===== config.mk =====
export PLATFORM = sky130hd
export DESIGN_NAME = sig_enc_ctrl
export DESIGN_NICKNAME = d
export VERILOG_FILES = /design/src/rtl/sig_enc_ctrl_pkg.sv /design/src/rtl/sig_enc_ctrl_cyc_timer.sv /design/src/rtl/sig_enc_ctrl.sv
export SDC_FILE = /design/constraint.sdc
export NUM_CORES = 1
export LEC_CHECK = 0
export BUFFER_PORTS_ARGS = -buffer_cell sky130_fd_sc_hd__buf_4
export CAP_MARGIN = 5
export CORE_ASPECT_RATIO = 0.5
export CORE_MARGIN = 4
export CORE_UTILIZATION = 35
export CTS_CLUSTER_DIAMETER = 40
export CTS_CLUSTER_SIZE = 14
export DETAILED_ROUTE_END_ITERATION = 12
export GPL_TIMING_DRIVEN = 0
export HOLD_SLACK_MARGIN = 0.1
export PLACE_DENSITY_LB_ADDON = 0.05
export SETUP_SLACK_MARGIN = 0.5
export SYNTH_ARGS = -nofsm -noshare
export SYNTH_HDL_FRONTEND = slang
export SYNTH_SLANG_ARGS = --single-unit

===== constraint.sdc =====
create_clock -name clk -period 3.4 [get_ports clk]
set_clock_uncertainty 0.05 [all_clocks]
set_input_delay 0.17 -clock clk [delete_from_list [all_inputs] [get_ports clk]]
set_output_delay 0.17 -clock clk [all_outputs]
set_load 0.03 [all_outputs]

===== src/rtl/sig_enc_ctrl_pkg.sv =====
// Shared definitions for the signal-field encoder controller.
//   state_t          : controller FSM encoding
//   LSR_LEN          : length of the encoder's tail-biting shift register
//   DEF_*            : default frame / gap / timeout parameters
//   tmr_width()      : bit width of the shared cycle timer for a given timeout
package sig_enc_ctrl_pkg;

    typedef enum logic [2:0] {
        S_IDLE = 3'd0,
        S_LOAD = 3'd1,
        S_SEND = 3'd2,
        S_WAIT = 3'd3,
        S_GAP  = 3'd4
    } state_t;

    localparam int LSR_LEN         = 6;
    localparam int DEF_N_BITS      = 32;
    localparam int DEF_GAP_CYC     = 4;
    localparam int DEF_TIMEOUT_CYC = 400;

    // The timer must reach TIMEOUT_CYC exactly, so it needs room for that value.
    function automatic int tmr_width(input int timeout_cyc);
        return $clog2(timeout_cyc + 1);
    endfunction

endpackage


===== src/rtl/sig_enc_ctrl_cyc_timer.sv =====
// cyc_timer: clearable, saturating up-counter with a terminal-count compare.
// Ports:
//   clk     in   clock
//   rst     in   synchronous reset, active high (count -> 0)
//   clr     in   force count to 0 (idle / load phases)
//   restart in   load count with 1 (first cycle of a newly entered state)
//   en      in   increment count, saturating at all-ones
//   lim     in   terminal value for the current state
//   tc      out  count equals lim
module cyc_timer #(
    parameter int W = 9
) (
    input  logic         clk,
    input  logic         rst,
    input  logic         clr,
    input  logic         restart,
    input  logic         en,
    input  logic [W-1:0] lim,
    output logic         tc
);

    logic [W-1:0] cnt;

    // Counting starts at 1 so the value equals the number of cycles spent in
    // the current state, including the present one.
    always_ff @(posedge clk) begin
        if (rst) begin
            cnt <= '0;
        end else if (clr) begin
            cnt <= '0;
        end else if (restart) begin
            cnt <= W'(1);
        end else if (en && (cnt != '1)) begin
            cnt <= cnt + W'(1);
        end
    end

    assign tc = (cnt == lim);

endmodule


===== src/rtl/sig_enc_ctrl.sv =====
// sig_enc_ctrl: serialises an N_BITS signal field into the tail-biting
// convolutional encoder, waits for the encoder's completion pulse, then
// enforces an idle gap before the next frame.
// Ports:
//   clk          in   clock
//   rst          in   synchronous reset, active high
//   start        in   frame request, taken only while ready=1
//   sig_word     in   signal field, captured when start is taken
//   abort        in   terminate the frame in LOAD/SEND/WAIT
//   sc_done      in   encoder finished pulse (honoured in WAIT only)
//   sc_di        out  serial bit to encoder, LSB first
//   sc_di_init   out  tail-biting LSR seed = top LSR_LEN bits of the word
//   sc_di_vld    out  sc_di valid
//   ready        out  controller idle
//   busy         out  frame in progress
//   done         out  one-cycle pulse, frame completed
//   err_timeout  out  one-cycle pulse, encoder did not finish in time
module sig_enc_ctrl
    import sig_enc_ctrl_pkg::*;
#(
    parameter int N_BITS      = DEF_N_BITS,
    parameter int GAP_CYC     = DEF_GAP_CYC,
    parameter int TIMEOUT_CYC = DEF_TIMEOUT_CYC
) (
    input  logic                clk,
    input  logic                rst,
    input  logic                start,
    input  logic [N_BITS-1:0]   sig_word,
    input  logic                abort,
    input  logic                sc_done,
    output logic                sc_di,
    output logic [LSR_LEN-1:0]  sc_di_init,
    output logic                sc_di_vld,
    output logic                ready,
    output logic                busy,
    output logic                done,
    output logic                err_timeout
);

    localparam int TW = tmr_width(TIMEOUT_CYC);

    localparam logic [TW-1:0] SEND_LIM = TW'(N_BITS);
    localparam logic [TW-1:0] WAIT_LIM = TW'(TIMEOUT_CYC);
    localparam logic [TW-1:0] GAP_LIM  = TW'(GAP_CYC);

    state_t             state, state_d;
    logic [N_BITS-1:0]  word;
    logic               accept;
    logic               done_d, err_d;
    logic               tmr_tc, tmr_clr, tmr_restart, tmr_en;
    logic [TW-1:0]      tmr_lim;

    // ---------------------------------------------------------------
    // State register
    // ---------------------------------------------------------------
    always_ff @(posedge clk) begin
        if (rst) state <= S_IDLE;
        else     state <= state_d;
    end

    // ---------------------------------------------------------------
    // Next-state logic. abort outranks sc_done, which outranks timeout.
    // ---------------------------------------------------------------
    always_comb begin
        state_d = state;
        accept  = 1'b0;
        done_d  = 1'b0;
        err_d   = 1'b0;
        case (state)
            S_IDLE: begin
                if (start && !abort) begin
                    state_d = S_LOAD;
                    accept  = 1'b1;
                end
            end
            S_LOAD: begin
                state_d = abort ? S_GAP : S_SEND;
            end
            S_SEND: begin
                if (abort)       state_d = S_GAP;
                else if (tmr_tc) state_d = S_WAIT;
            end
            S_WAIT: begin
                if (abort) begin
                    state_d = S_GAP;
                end else if (sc_done) begin
                    state_d = S_GAP;
                    done_d  = 1'b1;
                end else if (tmr_tc) begin
                    state_d = S_GAP;
                    err_d   = 1'b1;
                end
            end
            S_GAP: begin
                if (tmr_tc) state_d = S_IDLE;
            end
            default: state_d = S_IDLE;
        endcase
    end

    // ---------------------------------------------------------------
    // Shared timer: terminal value follows the current state; the count
    // restarts on every entry into a timed state.
    // ---------------------------------------------------------------
    always_comb begin
        tmr_lim = '0;
        case (state)
            S_SEND:  tmr_lim = SEND_LIM;
            S_WAIT:  tmr_lim = WAIT_LIM;
            S_GAP:   tmr_lim = GAP_LIM;
            default: tmr_lim = '0;
        endcase
    end

    assign tmr_clr     = (state_d == S_IDLE) || (state_d == S_LOAD);
    assign tmr_restart = (state_d != state) && !tmr_clr;
    assign tmr_en      = (state_d == state);

    cyc_timer #(
        .W (TW)
    ) u_timer (
        .clk     (clk),
        .rst     (rst),
        .clr     (tmr_clr),
        .restart (tmr_restart),
        .en      (tmr_en),
        .lim     (tmr_lim),
        .tc      (tmr_tc)
    );

    // ---------------------------------------------------------------
    // Word register doubles as the serialiser: it shifts right once per
    // SEND cycle, so bit 0 is always the next bit to emit. The LSR seed is
    // captured separately so it survives the shifting.
    // ---------------------------------------------------------------
    always_ff @(posedge clk) begin
        if (rst) begin
            word       <= '0;
            sc_di_init <= '0;
        end else if (accept) begin
            word       <= sig_word;
            sc_di_init <= sig_word[N_BITS-1 -: LSR_LEN];
        end else if (state_d == S_SEND) begin
            word       <= word >> 1;
        end
    end

    // ---------------------------------------------------------------
    // Registered outputs, driven from the next state so they line up with
    // the state they describe.
    // ---------------------------------------------------------------
    always_ff @(posedge clk) begin
        if (rst) begin
            sc_di       <= 1'b0;
            sc_di_vld   <= 1'b0;
            ready       <= 1'b1;
            busy        <= 1'b0;
            done        <= 1'b0;
            err_timeout <= 1'b0;
        end else begin
            sc_di       <= (state_d == S_SEND) && word[0];
            sc_di_vld   <= (state_d == S_SEND);
            ready       <= (state_d == S_IDLE);
            busy        <= (state_d != S_IDLE);
            done        <= done_d;
            err_timeout <= err_d;
        end
    end

endmodule


==> Yosys cells after proc, flatten, opt, wreduce, memory -nomap -nowiden <==
Index checks and enable logic that the tools add are counted.
{ "word_totals": {"regBits": 56, "in_bits": 37, "output_inout_bits": 12, "elab_cells": 57} }
{ "op_classes": {"add_sub_neg": 1, "n_eq_ne": 10, "mux": 18, "n_bitwise": 1, "n_reduce_logical": 16} }
{ "ops": {"columns": ["cell", "count"], "rows": [
  ["$mux 32", 2],
  ["$pmux 9 s3", 1],
  ["$mux 3", 8],
  ["$pmux 3 s5", 1],
  ["$add 9x1->9 const B", 1],
  ["$eq 3x2->1 const B", 3],
  ["$eq 9x9->1", 1],
  ["$ne 9x9->1 const B", 1],
  ["$eq 3x1->1 const B", 2],
  ["$logic_not 3->1", 2],
  ["$mux 1", 6],
  ["$reduce_or 3->1", 2],
  ["$logic_and 1x1->1", 4],
  ["$reduce_bool 2->1", 2],
  ["$reduce_or 4->1", 1],
  ["$eq 3x3->1", 1],
  ["$eq 3x3->1 const B", 1],
  ["$ne 3x3->1", 1],
  ["$reduce_bool 3->1", 1],
  ["$logic_not 1->1", 2],
  ["$reduce_or 2->1", 1],
  ["$logic_or 1x1->1", 1],
  ["$not 1->1", 1]
]} }

==> Longest topological paths before layout <==
{ "depth": {"depth_word": 12, "ltp_mapped": 10, "ltp_nobuf": 8} }

==> Cells and area by module <==
A second synthesis with hierarchy kept.
{ "unflattened": {"cells_unflattened": 245, "hier_area_um2": 2536.2} }
{ "by_module_without_submodules": {"columns": ["mod", "n_inst", "cells_each", "area_per_inst_um2"], "rows": [
  ["sig_enc_ctrl", 1, 184, 1990.7],
  ["cyc_timer", 1, 61, 545.5]
]} }

==> Worst setup path after synthesis <==
No wires, ideal clock.
{ "synth_path": {"kind": "register to register", "from": "register state[1]", "to": "register u_timer.cnt[0]", "setup_ns": 0.117, "t_arrival_ns": 1.988, "path_slack_ns": 1.245, "stages_incl_launch_ff": 9, "path_buffers": 2, "period_less_slack_ns": 2.155, "cell_sequence": "dfxtp_1 -> buf_6 -> nor2_2 -> mux2i_1 -> nand2_1 -> a2111o_1 -> a211o_1 -> buf_6 -> o22a_1"} }
{ "synth_between": {"elab_chain_len": 12, "elab_cells_between_ends": 26, "classes_between": "eq/ne (8); mux (10); reduce/logical (8)"} }
{ "synth_lines": {"columns": ["element", "line_no", "rtl"], "rows": [
  ["from (decl)", "sig_enc_ctrl.sv:46", "state_t state, state_d;"],
  ["from (signal assigned)", "sig_enc_ctrl.sv:58", "else state <= state_d;"],
  ["$eq 3x3->1 or $eq 3x2->1 (tied branches)", "sig_enc_ctrl.sv:69, sig_enc_ctrl.sv:107", null],
  ["$pmux 9 s3", "sig_enc_ctrl.sv:107", "case (state)"],
  ["$eq 9x9->1", "sig_enc_ctrl_cyc_timer.sv:38", "assign tc = (cnt == lim);"],
  ["$mux 3", "sig_enc_ctrl.sv:89", "end else if (tmr_tc) begin"],
  ["$mux 3", "sig_enc_ctrl.sv:86", "end else if (sc_done) begin"],
  ["$mux 3", "sig_enc_ctrl.sv:84", "if (abort) begin"],
  ["$pmux 3 s5", "sig_enc_ctrl.sv:69", "case (state)"],
  ["$eq 3x1->1 or $logic_not 3->1 (tied branches)", "sig_enc_ctrl.sv:115", "assign tmr_clr = (state_d == S_IDLE) || (state_d == S_LOAD);"],
  ["$logic_or 1x1->1", "sig_enc_ctrl.sv:115", null],
  ["$logic_not 1->1", "sig_enc_ctrl.sv:116", "assign tmr_restart = (state_d != state) && !tmr_clr;"],
  ["$logic_and 1x1->1", "sig_enc_ctrl.sv:116", null],
  ["$mux 1 or $reduce_bool 2->1 (tied branches)", null, null],
  ["to (signal assigned)", "sig_enc_ctrl_cyc_timer.sv:34", "cnt <= cnt + W'(1);"],
  ["to (decl)", "sig_enc_ctrl_cyc_timer.sv:22", "logic [W-1:0] cnt;"]
]} }
Several ways; a longest one is shown, not always the timed one.
A chain may end at the register's enable or synchronous reset.

==> Final worst setup path <==
{ "layout_path": {"from": "input abort", "to": "register word[23]"} }
{ "layout_between": {"elab_chain_len": 6, "elab_cells_between_ends": 12, "classes_between": "eq/ne (1); mux (8); reduce/logical (3)"} }
{ "layout_lines": {"columns": ["element", "line_no", "rtl"], "rows": [
  ["from (decl)", "sig_enc_ctrl.sv:29", "input logic abort,"],
  ["$logic_not 1->1", "sig_enc_ctrl.sv:71", "if (start && !abort) begin"],
  ["$logic_and 1x1->1", "sig_enc_ctrl.sv:71", null],
  ["$mux 3", "sig_enc_ctrl.sv:71", null],
  ["$pmux 3 s5", "sig_enc_ctrl.sv:69", null],
  ["$eq 3x2->1", "sig_enc_ctrl.sv:143", "end else if (state_d == S_SEND) begin"],
  ["$reduce_bool 2->1 (no source line)", null, null],
  ["to (signal assigned)", "sig_enc_ctrl.sv:141", "word <= sig_word;"],
  ["to (signal assigned)", "sig_enc_ctrl.sv:144", "word <= word >> 1;"],
  ["to (decl)", "sig_enc_ctrl.sv:47", "logic [N_BITS-1:0] word;"]
]} }
Several ways; a longest one is shown, not always the timed one.

==> impl_results.md <==
* RSZ-0062 raised after global routing: false
* Synth Area in Compound Gates at 25.80%
* Mux share of post-synthesis cell area at 1.345%
* Longest Clk Path Bufs at 2
* Worst EP required at 3580 ps
* WP buf/inv at 5
* Synth top area cells: dfxtp_1 (38%), nand2_1 (11%), o211ai_1 (6.6%), o22ai_1 (5.5%), nor2_1 (5.3%)
* Post-Syn Area at about 0.003 mm2
* Pleak at between 0.0015 and 0.002 uW
* Crit Path Class: in2reg
* Worst-skew pair later-pin latency at 300 ps
* Max_cap viols at 0
* Setup Total Neg Slack at 0 ps
* Post-synthesis async set-or-reset flop share at 0%
* Crit-path cells: dlygate4sd3_1 > buf_4 > or2_1 > clkbuf_1 > or3_1 > clkbuf_1 > nor2_2 > clkbuf_1 > nand2_1 > o21ai_1
* Total CTS buffers at 5
* Detailed-route DRC error count at 0
* Hold Crit Class: in2reg
* Slew @ Worst Pin at 690.8 ps
* Area growth syn-to-layout at 33.87%
* Detailed Route WL at about 8.4 mm
* Synth area leader: dfxtp_1
* IO Count at 49
* Final Hold Viols at 0
* Seq cells post-synth at 56
* Maximum clock frequency at 0.3844 GHz
* Pre-Repair DR Iteration Count at 4
* Min Hold Slack at 192.4 ps
* Register area share after synthesis at 37.65%
* Post-route cell area at 0.003986 mm2
* Core Util, Final at 48.95%
* Final Wtd Congestion at 0.8196
* Hold path depth at 3
* Register-to-Register Path Depth at 8
* CP Depth at 10
* Initial antenna violation count at 0
* First-pass GRT wire length at 14.64 mm
* Net count reported at finish at between 500 and 600
* Arrival time worst endpoint at about 2800 ps
* Slowest cell on crit path: dlygate4sd3_1
* Iteration-0 DRC Markers at just under 200
* Fin crit share at 76.52%
* Final setup viols at 0
* PostCTS Resize Cnt at 0
* Max incr delay on CP at between 500 and 600 ps
* Post-DP HPWL at 5.798 mm
* Post-synth top cells: nand2_1 (84), dfxtp_1 (56), nor2_1 (42)
* Share of post-route cells with drive strength above 1 at between 15 and 20%
* Avg WL per Cell at 13.98 um
* Worst IR Drop VDD at 0.2063 mV
* Clk pin slew, worst setup/hold paths at 70 ps
* Status: finished clean
* Top FF cell, synth: dfxtp_1
* Initial Util at 36.56%
* Max_slew headroom at between 50% and 60%
* Flop2flop setup slack at 910 ps
* CP endpoint kind: flop
* Die Wd at 138.4 um
* Die Area at 0.01014 mm2
* Synth Area in Simple Gates at 27.06%
* Sink Count at 56
* Syn_nets at about 440
* CTS H-tree depth at 2
* Number of enable flip-flop cells after synthesis at 0
* Pwr Total at between 1500 and 2000 uW
* # diodes at 0
* Pins over their slew limit at 0
* Core Footprint at 0.008144 mm2
* Post-CTS setup buffer count at 0
* Via count at 3138
* PortBufs at 48
* DP Area at 0.003478 mm2
* Pin count of the biggest net entering global routing at 18
* Die Y at 73.23 um
* Final Critical Period at roughly 2600 ps
* CTS root buf: clkbuf_16
* Syn Area/Cell at 7.520 um2
* DRT antenna net count at 0
* Main combinational cell family by area after synthesis: simple AND/OR/NAND/NOR gates
* Cell area power density at 386.2 mW/mm2
* Number of global-route vias before repair at 3030
* Number of vias per cell at 5.247
* CTS tree: done
* Crit path top cell by count: clkbuf_1
* Most common cell in the netlist: nand2_1
* Worst-path fanout max at 10
* Crit path max-delay family: buffers and inverters
* Synth top area share at 37.65%
* Synth unique cells at 44
* Area share of fa/ha/maj cells after synthesis at under 10%
* Total GRT Usage at between 15 and 20%
* Hold_buf cts at 34
* Warnings, synthesis at 0
* Startpoint Class: primary input
* Synth Area in XOR/XNOR at 2.059%
* Remaining Overflow, GRT at 0
* Synth Instances at 396
* Site Rows at 23
==> layout make-up <==
type                    count  area, um2
repair buffers             82      700.7
plain buffers              29      128.9
clock inverters             3      42.54
well taps                 112      140.1
flip-flops and latches     56       1121
inverters                   4      15.01
clock buffers               5      125.1
fillers                   816       4158
multi-input cells         307       1713
==> worst paths after layout <==
path / endpoint / startpoint
max: word[23] / abort
min: ready / rst
max reg2reg: word[23] / state[0]
min reg2reg: sc_di_init[4] / sc_di_init[4]
==> kinds of logic after synthesis <==
family,Yosys count
buf+inv,33
flops,56
compound gates,119
mux,4
xor+xnor,7
fa+ha+maj,3
simple gates,174
==> report_power, final <==
part           switching (uW)  leakage (uW)  internal (uW)  total, uW
registers                24.2      0.000456            683        707
clock network             256     0.0000798            347        603
logic                     116       0.00107            113        229
==> stage by stage <==
stage / std cells / setup slack (ps)
floorplan: 396 / 1245
finish: 598 / 798.3
global route: 598 / 596.9
CTS: 598 / 773.0
detailed placement: 556 / 983.2
global placement: 556 / 1049
==> worst min-delay path: stages <==
cell and delay (ps):
buf_4 110, nor3_1 80, nor3_1 130
==> state kept, by name, indices dropped and copies added (netlist names) <==
register and count:
word 32, u_timer.cnt 9, sc_di_init 6, state 3, busy 1, done 1
err_timeout 1, ready 1, sc_di 1, sc_di_vld 1
==> layout by cell type, fill, tap and decap left out, types with 4 or more instances in the layout <==
cell           count
xor2_1             5
o22ai_1           26
clkbuf_1          20
dlygate4sd3_1     34
nor3_2             9
nor3_1             7
buf_2              4
a211o_1            4
nand2_1           84
buf_4             48
clkbuf_16          5
o21ai_0           11
dfxtp_1           56
a21oi_1           18
nand3_1            6
inv_1              4
o21ai_1           20
a311oi_1           5
nor2b_1            4
nor2_1            42
o211ai_1          26
mux2i_1            4
==> per-layer routing <==
layer / track usage (%) / up-vias / part of all wire [%]
met5: 0 / - / 0
li1: - / 1593 / -
met3: 4.319 / 6 / 4.3
met4: 4.491 / 0 / 0.61
met2: 27.54 / 69 / 45
met1: 23.84 / 1470 / 50
Note: power is estimated with default switching activity, not from simulation.
